**src/rtl/tx_scheduler.sv**
```systemverilog
// tx_scheduler: word FIFO feeding a byte-wide UART transmitter, two bytes per word.
// HI_FIRST selects which byte of the word goes out first.
module tx_scheduler #(
  parameter int DEPTH    = 4,
  parameter bit HI_FIRST = 1'b1
) (
  input  logic                     clk,
  input  logic                     rst,
  input  logic                     wr_en,
  input  logic [15:0]              wr_data,
  output logic                     full,
  output logic                     busy,
  output logic [$clog2(DEPTH):0]   count,
  output logic                     ovf,
  input  logic                     tx_active,
  input  logic                     tx_done,
  output logic                     tx_dv,
  output logic [7:0]               tx_byte
);
  localparam int AW = $clog2(DEPTH);
  typedef enum logic [2:0] {IDLE, SEND1, WAIT1, SEND2, WAIT2} state_t;
  state_t r_state, w_next;
  logic [15:0] r_mem [DEPTH];
  logic [15:0] r_hold;
  logic [AW-1:0] r_wp, r_rp;
  logic [AW:0] r_count, w_count_nxt;
  logic r_full, r_ovf, r_dv;
  logic [7:0] r_byte, w_first, w_second;
  logic w_push, w_pop, w_send;
  // full is registered, so a pop in the same cycle never rescues a write while full
  assign w_push      = wr_en & ~r_full;
  assign w_pop       = (r_state == IDLE) & (r_count != '0);
  assign w_count_nxt = r_count + (AW+1)'(w_push) - (AW+1)'(w_pop);
  assign w_send      = ((r_state == SEND1) | (r_state == SEND2)) & ~tx_active;
  assign w_first     = HI_FIRST ? r_hold[15:8] : r_hold[7:0];
  assign w_second    = HI_FIRST ? r_hold[7:0]  : r_hold[15:8];
  always_comb begin
    w_next = r_state;
    unique case (r_state)
      IDLE:    w_next = w_pop ? SEND1 : IDLE;
      SEND1:   w_next = tx_active ? SEND1 : WAIT1;
      WAIT1:   w_next = tx_done ? SEND2 : WAIT1;
      SEND2:   w_next = tx_active ? SEND2 : WAIT2;
      WAIT2:   w_next = tx_done ? IDLE : WAIT2;
      default: w_next = IDLE;
    endcase
  end
  always_ff @(posedge clk or negedge rst)
    if (!rst) r_state <= IDLE;
    else      r_state <= w_next;
  always_ff @(posedge clk)
    if (w_push) r_mem[r_wp] <= wr_data;
  always_ff @(posedge clk or negedge rst) begin
    if (!rst) begin
      r_wp    <= '0;
      r_rp    <= '0;
      r_count <= '0;
      r_full  <= 1'b0;
      r_ovf   <= 1'b0;
      r_hold  <= '0;
      r_dv    <= 1'b0;
      r_byte  <= '0;
    end else begin
      if (w_push) r_wp <= r_wp + AW'(1);
      if (w_pop) begin
        r_rp   <= r_rp + AW'(1);
        r_hold <= r_mem[r_rp];
      end
      r_count <= w_count_nxt;
      r_full  <= (w_count_nxt == (AW+1)'(DEPTH));
      if (wr_en && r_full) r_ovf <= 1'b1;
      r_dv <= w_send;
      if (w_send) r_byte <= (r_state == SEND1) ? w_first : w_second;
    end
  end
  assign full    = r_full;
  assign count   = r_count;
  assign ovf     = r_ovf;
  assign busy    = (r_state != IDLE) | (r_count != '0);
  assign tx_dv   = r_dv;
  assign tx_byte = r_byte;
endmodule

```
**config.mk**
```make
export PLATFORM = sky130hd
export DESIGN_NAME = tx_scheduler
export DESIGN_NICKNAME = d
export VERILOG_FILES = /design/src/rtl/tx_scheduler.sv
export SDC_FILE = /design/constraint.sdc
export NUM_CORES = 1
export LEC_CHECK = 0
export BUFFER_PORTS_ARGS = -buffer_cell sky130_fd_sc_hd__buf_4
export CAP_MARGIN = 20
export CORE_MARGIN = 3
export CORE_UTILIZATION = 58
export CTS_CLUSTER_DIAMETER = 200
export DETAILED_ROUTE_END_ITERATION = 10
export PLACE_DENSITY = 0.83
export SYNTH_ARGS = -nofsm -noshare
export SYNTH_HDL_FRONTEND = slang
export SYNTH_SLANG_ARGS = --single-unit
```
**constraint.sdc**
```tcl
create_clock -name clk -period 3 [get_ports clk]
set_clock_uncertainty 0.15 [all_clocks]
set_input_delay 0.3 -clock clk [delete_from_list [all_inputs] [get_ports clk]]
set_output_delay 0.3 -clock clk [all_outputs]
set_load 0.01 [all_outputs]
```
==> results of run 1 <==
==> routing by layer <==
metal	vias to the layer above	global-route usage, %	part of all wire, %
met5	-	0	0
met4	0	6.50	0.85
met3	5	4.79	3.1
met2	39	30.5	52
met1	991	23.7	44
li1	926	-	-
==> sequential cells by signal (all words and copies together) (netlist names) <==
register / cells
tx_dv: 1
full: 1
r_wp: 2
r_state: 3
ovf: 1
r_hold: 16
tx_byte: 8
count: 3
r_mem: 64
r_rp: 2
==> kinds of logic after synthesis <==
logic type                 after synthesis  share of synthesized area (%)
xor gates and xnor gates                 6                           1.31
adders and majority gates                7                           2.37
and+or+nand+nor                         27                           4.15
buffers and inverters                   18                           3.21
DFF                                    101                           70.9
muxes                                   32                           15.0
AOI/OAI and AO/OA                       21                           3.05
==> power groups by stage <==
stage	registers (uW)	logic, uW	clock network [uW]
floorplan	2130	1220	0
global placement	2220	1460	0
detailed placement	2250	1510	0
CTS	2220	1530	1010
global route	2260	1650	1060
finish	2210	1500	981
==> stage by stage <==
step,total power [uW],area [sq um],hold slack (ps)
final,4700,4740,110
after detailed placement,3760,4330,133
after CTS,4760,4740,87.6
after floorplan,3340,4010,-146
after global routing,4970,4740,103
after global placement,3680,4330,127
==> cells in the final DEF, fill, tap and decap left out, types with 3 or more instances in the layout <==
| cell | n |
|---|---|
| mux2_4 | 8 |
| bufinv_16 | 3 |
| mux2_2 | 8 |
| ha_1 | 6 |
| o21ai_1 | 5 |
| mux4_1 | 8 |
| o21ai_0 | 4 |
| buf_4 | 42 |
| o22ai_1 | 8 |
| inv_1 | 7 |
| and2_1 | 4 |
| dlygate4sd3_1 | 18 |
| dfrtp_1 | 37 |
| edfxtp_1 | 64 |
| nand2_1 | 10 |
| xnor2_1 | 4 |
| mux4_2 | 8 |
| clkbuf_8 | 9 |
==> how the worst min path moves through the flow <==
stage / cells past startpoint / startpoint / endpoint
after detailed placement: 1 / rst / ovf
final: 3 / tx_done / r_state[2]
after CTS: 3 / tx_done / r_state[2]
after floorplan: 0 / rst / count[0]
after global placement: 1 / rst / ovf
after global routing: 3 / tx_done / r_state[2]
==> cell type report <==
type | instances | area [sq um]
Fill cell | 396 | 1790
Clock inverter | 6 | 111
Inverter | 7 | 26.3
Sequential cell | 101 | 2850
Tap cell | 77 | 96.3
Timing Repair Buffer | 60 | 495
Clock buffer | 10 | 128
Multi-Input combinational cell | 93 | 1040
==> critical path, delay by kind of cell <==
| family | cells | cell delay (ps) |
|---|---|---|
| adders and majority gates | 3 | 840 |
| buffers and inverters | 4 | 760 |
| and+or+nand+nor | 2 | 610 |
| xor gates and xnor gates | 2 | 370 |
==> timing repair <==
| item | CTS | global route |
|---|---|---|
| hold buffers | 18 | 0 |
| setup endpoints to repair | 0 | 0 |
| hold endpoints to repair | 102 | 0 |
==> results.tsv, run 1 <==
stage	metric	value	unit
detailed_routing	wire_per_inst	18.3	um
logic_synthesis	synth_cell_types	37	
cells_and_area	antenna_cells	0	
timing	relSlewSlack	47.9	%
setup_path	start_kind	input port	
detailed_routing	vias	1961	
setup_path	cp.required	3110	ps
clock_tree	cts_sinks	101	
timing	worst_pin_slew	781	ps
detailed_routing	via_per_inst	5.54	
global_route	grt_max_degree	38	
job	maxCapViolCount	0	
timing	rsz0062_at_grt	no	
timing	period_needed	2760	ps
power	vdd_ir_drop_max	0.000526	V
cells_and_area	drive_gt1_share	30.3	%
floorplan	die_h	89.2	um
floorplan	coreArea	6530	sq um
setup_path	endpoint	full	
logic_synthesis	yosysMostFrequentCell	edfxtp_1	
cells_and_area	final_util	72.6	%
cells_and_area	instances_no_fill	354	
logic_synthesis	syn_avg_cell_area	18.9	sq um
clock_tree	post_cts_resized	0	
logic_synthesis	synth-edff-count	64	
cells_and_area	fin_nets	300	
logic_synthesis	syn_inst	212	
logic_synthesis	synth_area_leaders	edfxtp_1 (48%), dfrtp_1 (23%), mux4_1 (5.2%)	
setup_path	slowest_stage	dlygate4sd3_1	
power	power_switching	1380	uW
floorplan	rows	29	
setup_path	cpPeakStageDelay	530	ps
timing	tns	0	ps
logic_synthesis	synth.top_cell.area_share	47.9	%
logic_synthesis	yosysWarnings	0	
setup_path	critPathLaunch	wr_en	
floorplan	fp.dieW	89.2	um
clock_tree	max-clock-path-buffers	2	
power	p_seq_share	47.1	%
floorplan	start_util	61.5	%
setup_path	ff2ff_path_depth	9	
timing	fin_crit_sh	92.1	%
setup_path	end_kind	flip-flop	
detailed_routing	drt_iter0_drc	134	
logic_synthesis	synth_flop_cell	edfxtp_1	
power	power.share.combinational	32.0	%
power	power_density	990	nW/um^2
floorplan	dieArea	7950	sq um
timing	hold_viol	0	
run_status	status	complete, no violations	
setup_path	r2r_end	full	
logic_synthesis	syn_area	4010	sq um
timing	fin_ws	237	ps
global_route	first_global_vias	2004	
clock_tree	worstSkewPairLatency	350	ps
setup_path	arrival	2880	ps
logic_synthesis	ys_async_sr_fraction	36.6	%
placed_design	placed_cells	320	
clock_tree	cts.reportedPaths.clkPinSlew	80	ps
clock_tree	post_cts_buffers	0	
setup_path	cp_max_fo	8	
setup_path	crit_chain	dlygate4sd3_1, buf_4, nor2b_1, inv_1, ha_1, inv_1, ha_1, fa_1, xor2_1, xnor2_1, nor3b_1	
power	switching_share	29.4	%
global_route	grt_antenna_before_repair	0	
setup_path	r2r_start	full	
detailed_routing	routed_wl	6480	um
logic_synthesis	synthesis.nets	240	
detailed_routing	antenna_left	0	
detailed_routing	dr.pass1.iters	4	
worst_hold_path	worstHoldPathType	input port to flip-flop	
global_route	grt_pass1_wl	10400	um
logic_synthesis	yosys.area.top_type	edfxtp_1	
logic_synthesis	ys_seq_area_share	70.9	%
placed_design	place.gp.congestion	0.719	
placed_design	hpwlAfterDp	4010	um
power	pwr-share-clk	20.9	%
setup_path	path_class	input port to flip-flop	
cells_and_area	area_growth	18.2	%
logic_synthesis	ys_top_cells_by_count	edfxtp_1 (64), dfrtp_1 (37), nand2_1 (10)	
timing	max_freq	0.362	GHz
clock_tree	numCtsBuffers	9	
power	leakagePower	0.00186	uW
floorplan	io_pins	36	
clock_tree	cts_tree	done	
timing	maxSlewViolCount	0	
placed_design	pre_cts_ws	374	ps
global_route	grt_overflow	0	
setup_path	rrSetupSlack	430	ps
global_route	grt_use_total	18.4	%
clock_tree	cts_root_buffer	clkbuf_8	
logic_synthesis	synth-seq-cells	101	
placed_design	io_buffer_count	35	
detailed_routing	drc	0	
timing	setup_viol	0	
power	internal_power	3320	uW
clock_tree	h-tree-depth	3	
(Power assumes the default switching activity.)
==> run 2: changes to the inputs <==
Settings changed: PLACE_DENSITY 0.83 to 0.82.
==> run 2 against run 1 <==
  * Via count up 0.97%
  * Sequential power is essentially flat
  * Utilization is 0.65 points lower
  * Clock power decreased by 8.5%
  * Flip-flop and latch count is the same
  * Non-clock buffer count shrank 2
  * Final area shrank 0.90%
  * Total power fell by 2.0%
  * Fmax increased by 6.8%
  * Largest power group unchanged
==> results.tsv, run 2 (synthesis results as in run 1) <==
stage	metric	value	unit	change
timing	maxSlewViolCount	0		unchanged
timing	relSlewSlack	47.6	%	was 47.9%
floorplan	coreArea	6530	sq um	unchanged
job	maxCapViolCount	0		unchanged
detailed_routing	wire_per_inst	18.5	um	was 18.3 um
cells_and_area	design_area	4700	sq um	was 4740 sq um
placed_design	hpwlAfterDp	4050	um	was 4010 um
placed_design	place.gp.congestion	0.744		was 0.719
cells_and_area	largest_register	r_mem		unchanged
global_route	grt_max_degree	38		unchanged
clock_tree	post_cts_buffers	0		unchanged
cells_and_area	largest_reg_flops	64		unchanged
detailed_routing	drc	0		unchanged
clock_tree	post_cts_resized	0		unchanged
floorplan	dieArea	7950	sq um	unchanged
timing	max_freq	0.386	GHz	was 0.362 GHz
clock_tree	hold_buffers	16		was 18
clock_tree	cts_sinks	101		unchanged
placed_design	placed_area	4330	sq um	unchanged
setup_path	critPathLaunch	wr_en		unchanged
run_status	status	complete, no violations		unchanged
global_route	grt_pass1_wl	10600	um	was 10400 um
timing	tns	0	ps	unchanged
clock_tree	max-clock-path-buffers	2		unchanged
detailed_routing	routed_wl	6520	um	was 6480 um
detailed_routing	drt_iter0_drc	122		was 134
cells_and_area	fin_nets	298		was 300
placed_design	io_buffer_count	35		unchanged
timing	rsz0062_at_grt	no		unchanged
cells_and_area	mostFrequentLayoutCells	edfxtp_1 (64), buf_4 (42), dfrtp_1 (37), dlygate4sd3_1 (16), nand2_1 (10)		was edfxtp_1 (64), buf_4 (42), dfrtp_1 (37), dlygate4sd3_1 (18), nand2_1 (10)
setup_path	r2r_start	count[2]		was full
floorplan	start_util	61.5	%	unchanged
timing	setup_viol	0		unchanged
floorplan	rows	29		unchanged
floorplan	die_h	89.2	um	unchanged
detailed_routing	vias	1980		was 1961
power	leakagePower	0.00184	uW	was 0.00186 uW
global_route	busiest_layer	met2		unchanged
setup_path	path_class	input port to flip-flop		unchanged
clock_tree	cts_root_buffer	clkbuf_8		unchanged
clock_tree	h-tree-depth	3		unchanged
global_route	grt_use_total	18.8	%	was 18.4%
cells_and_area	drive_gt1_share	30.5	%	was 30.3%
cells_and_area	instances_no_fill	352		was 354
cells_and_area	antenna_cells	0		unchanged
power	finalPower	4610	uW	was 4700 uW
timing	worst_pin_slew	787	ps	was 781 ps
power	power_density	979	nW/um^2	was 990 nW/um^2
setup_path	start_kind	input port		unchanged
setup_path	cp_max_fo	8		unchanged
worst_hold_path	worstHoldPathType	input port to flip-flop		unchanged
global_route	grt_antenna_before_repair	0		unchanged
clock_tree	numCtsBuffers	9		unchanged
timing	fin_crit_sh	86.3	%	was 92.1%
clock_tree	cts.reportedPaths.clkPinSlew	90	ps	was 80 ps
timing	hold_viol	0		unchanged
clock_tree	cts_tree	done		unchanged
cells_and_area	final_common_cell	edfxtp_1		unchanged
global_route	met2_usage	30.7	%	was 30.5%
setup_path	cp.required	3120	ps	was 3110 ps
detailed_routing	antenna_left	0		unchanged
cells_and_area	area_growth	17.1	%	was 18.2%
setup_path	rrSetupSlack	480	ps	was 430 ps
global_route	gr-usage-met3	4.88	%	was 4.79%
detailed_routing	dr.pass1.iters	4		unchanged
setup_path	arrival	2700	ps	was 2880 ps
global_route	use_met1	25.0	%	was 23.7%
floorplan	fp.dieW	89.2	um	unchanged
detailed_routing	via_per_inst	5.63		was 5.54
timing	period_needed	2590	ps	was 2760 ps
global_route	grt_overflow	0		unchanged
floorplan	io_pins	36		unchanged
placed_design	placed_cells	320		unchanged
clock_tree	worstSkewPairLatency	340	ps	was 350 ps
setup_path	end_kind	flip-flop		unchanged
placed_design	pre_cts_ws	471	ps	was 374 ps
power	vdd_ir_drop_max	0.000428	V	was 0.000526 V
timing	fin_ws	412	ps	was 237 ps
global_route	first_global_vias	2054		was 2004
worst_hold_path	min_from	wr_data[0]		was tx_done
[run 2: final cells by class]
type / count / area (sq um)
clock inverter: 6 / 88.8
inverter: 7 / 26.3
multi-input combinational: 93 / 1040
timing repair buffer: 58 / 475
tap: 77 / 96.3
fill: 413 / 1830
clock buffer: 10 / 128
sequential: 101 / 2850
[run 2: final timing paths]
check | end | cells past startpoint
worst max-delay path | full | 12
worst min-delay path | r_mem[3][0] | 1
min in group asynchronous | count[2] | 2
max in group asynchronous | r_hold[4] | 2
worst min register to register | ovf | 1
worst max register to register | full | 9
[run 2: per-stage QoR]
step / utilization (%) / hold slack (ps)
finish: 72.0 / 17.6
global route: 72.0 / 4.39
CTS: 72.0 / 7.27
detailed placement: 66.2 / 141
global placement: 66.2 / 135
floorplan: - / -146
[run 2: layer usage]
layer  share of wire, %  up-vias
met2                 53       43
li1                   -      922
met4               0.54        0
met1                 43     1013
met3                3.9        2
met5                  0        -
[run 2: report_power, final]
group          internal (uW)  switching (uW)  total [uW]
logic                    844             683        1530
registers               1910             266        2180
clock network            470             428         898
[run 2: worst max-delay path, cell delays in order]
cell and delay (ps):
dlygate4sd3_1 520, buf_4 100, nor2b_1 130, buf_4 160, inv_1 50, ha_1 270
inv_1 40, ha_1 180, fa_1 370, xor2_1 180, xnor2_1 200, nor3b_1 200
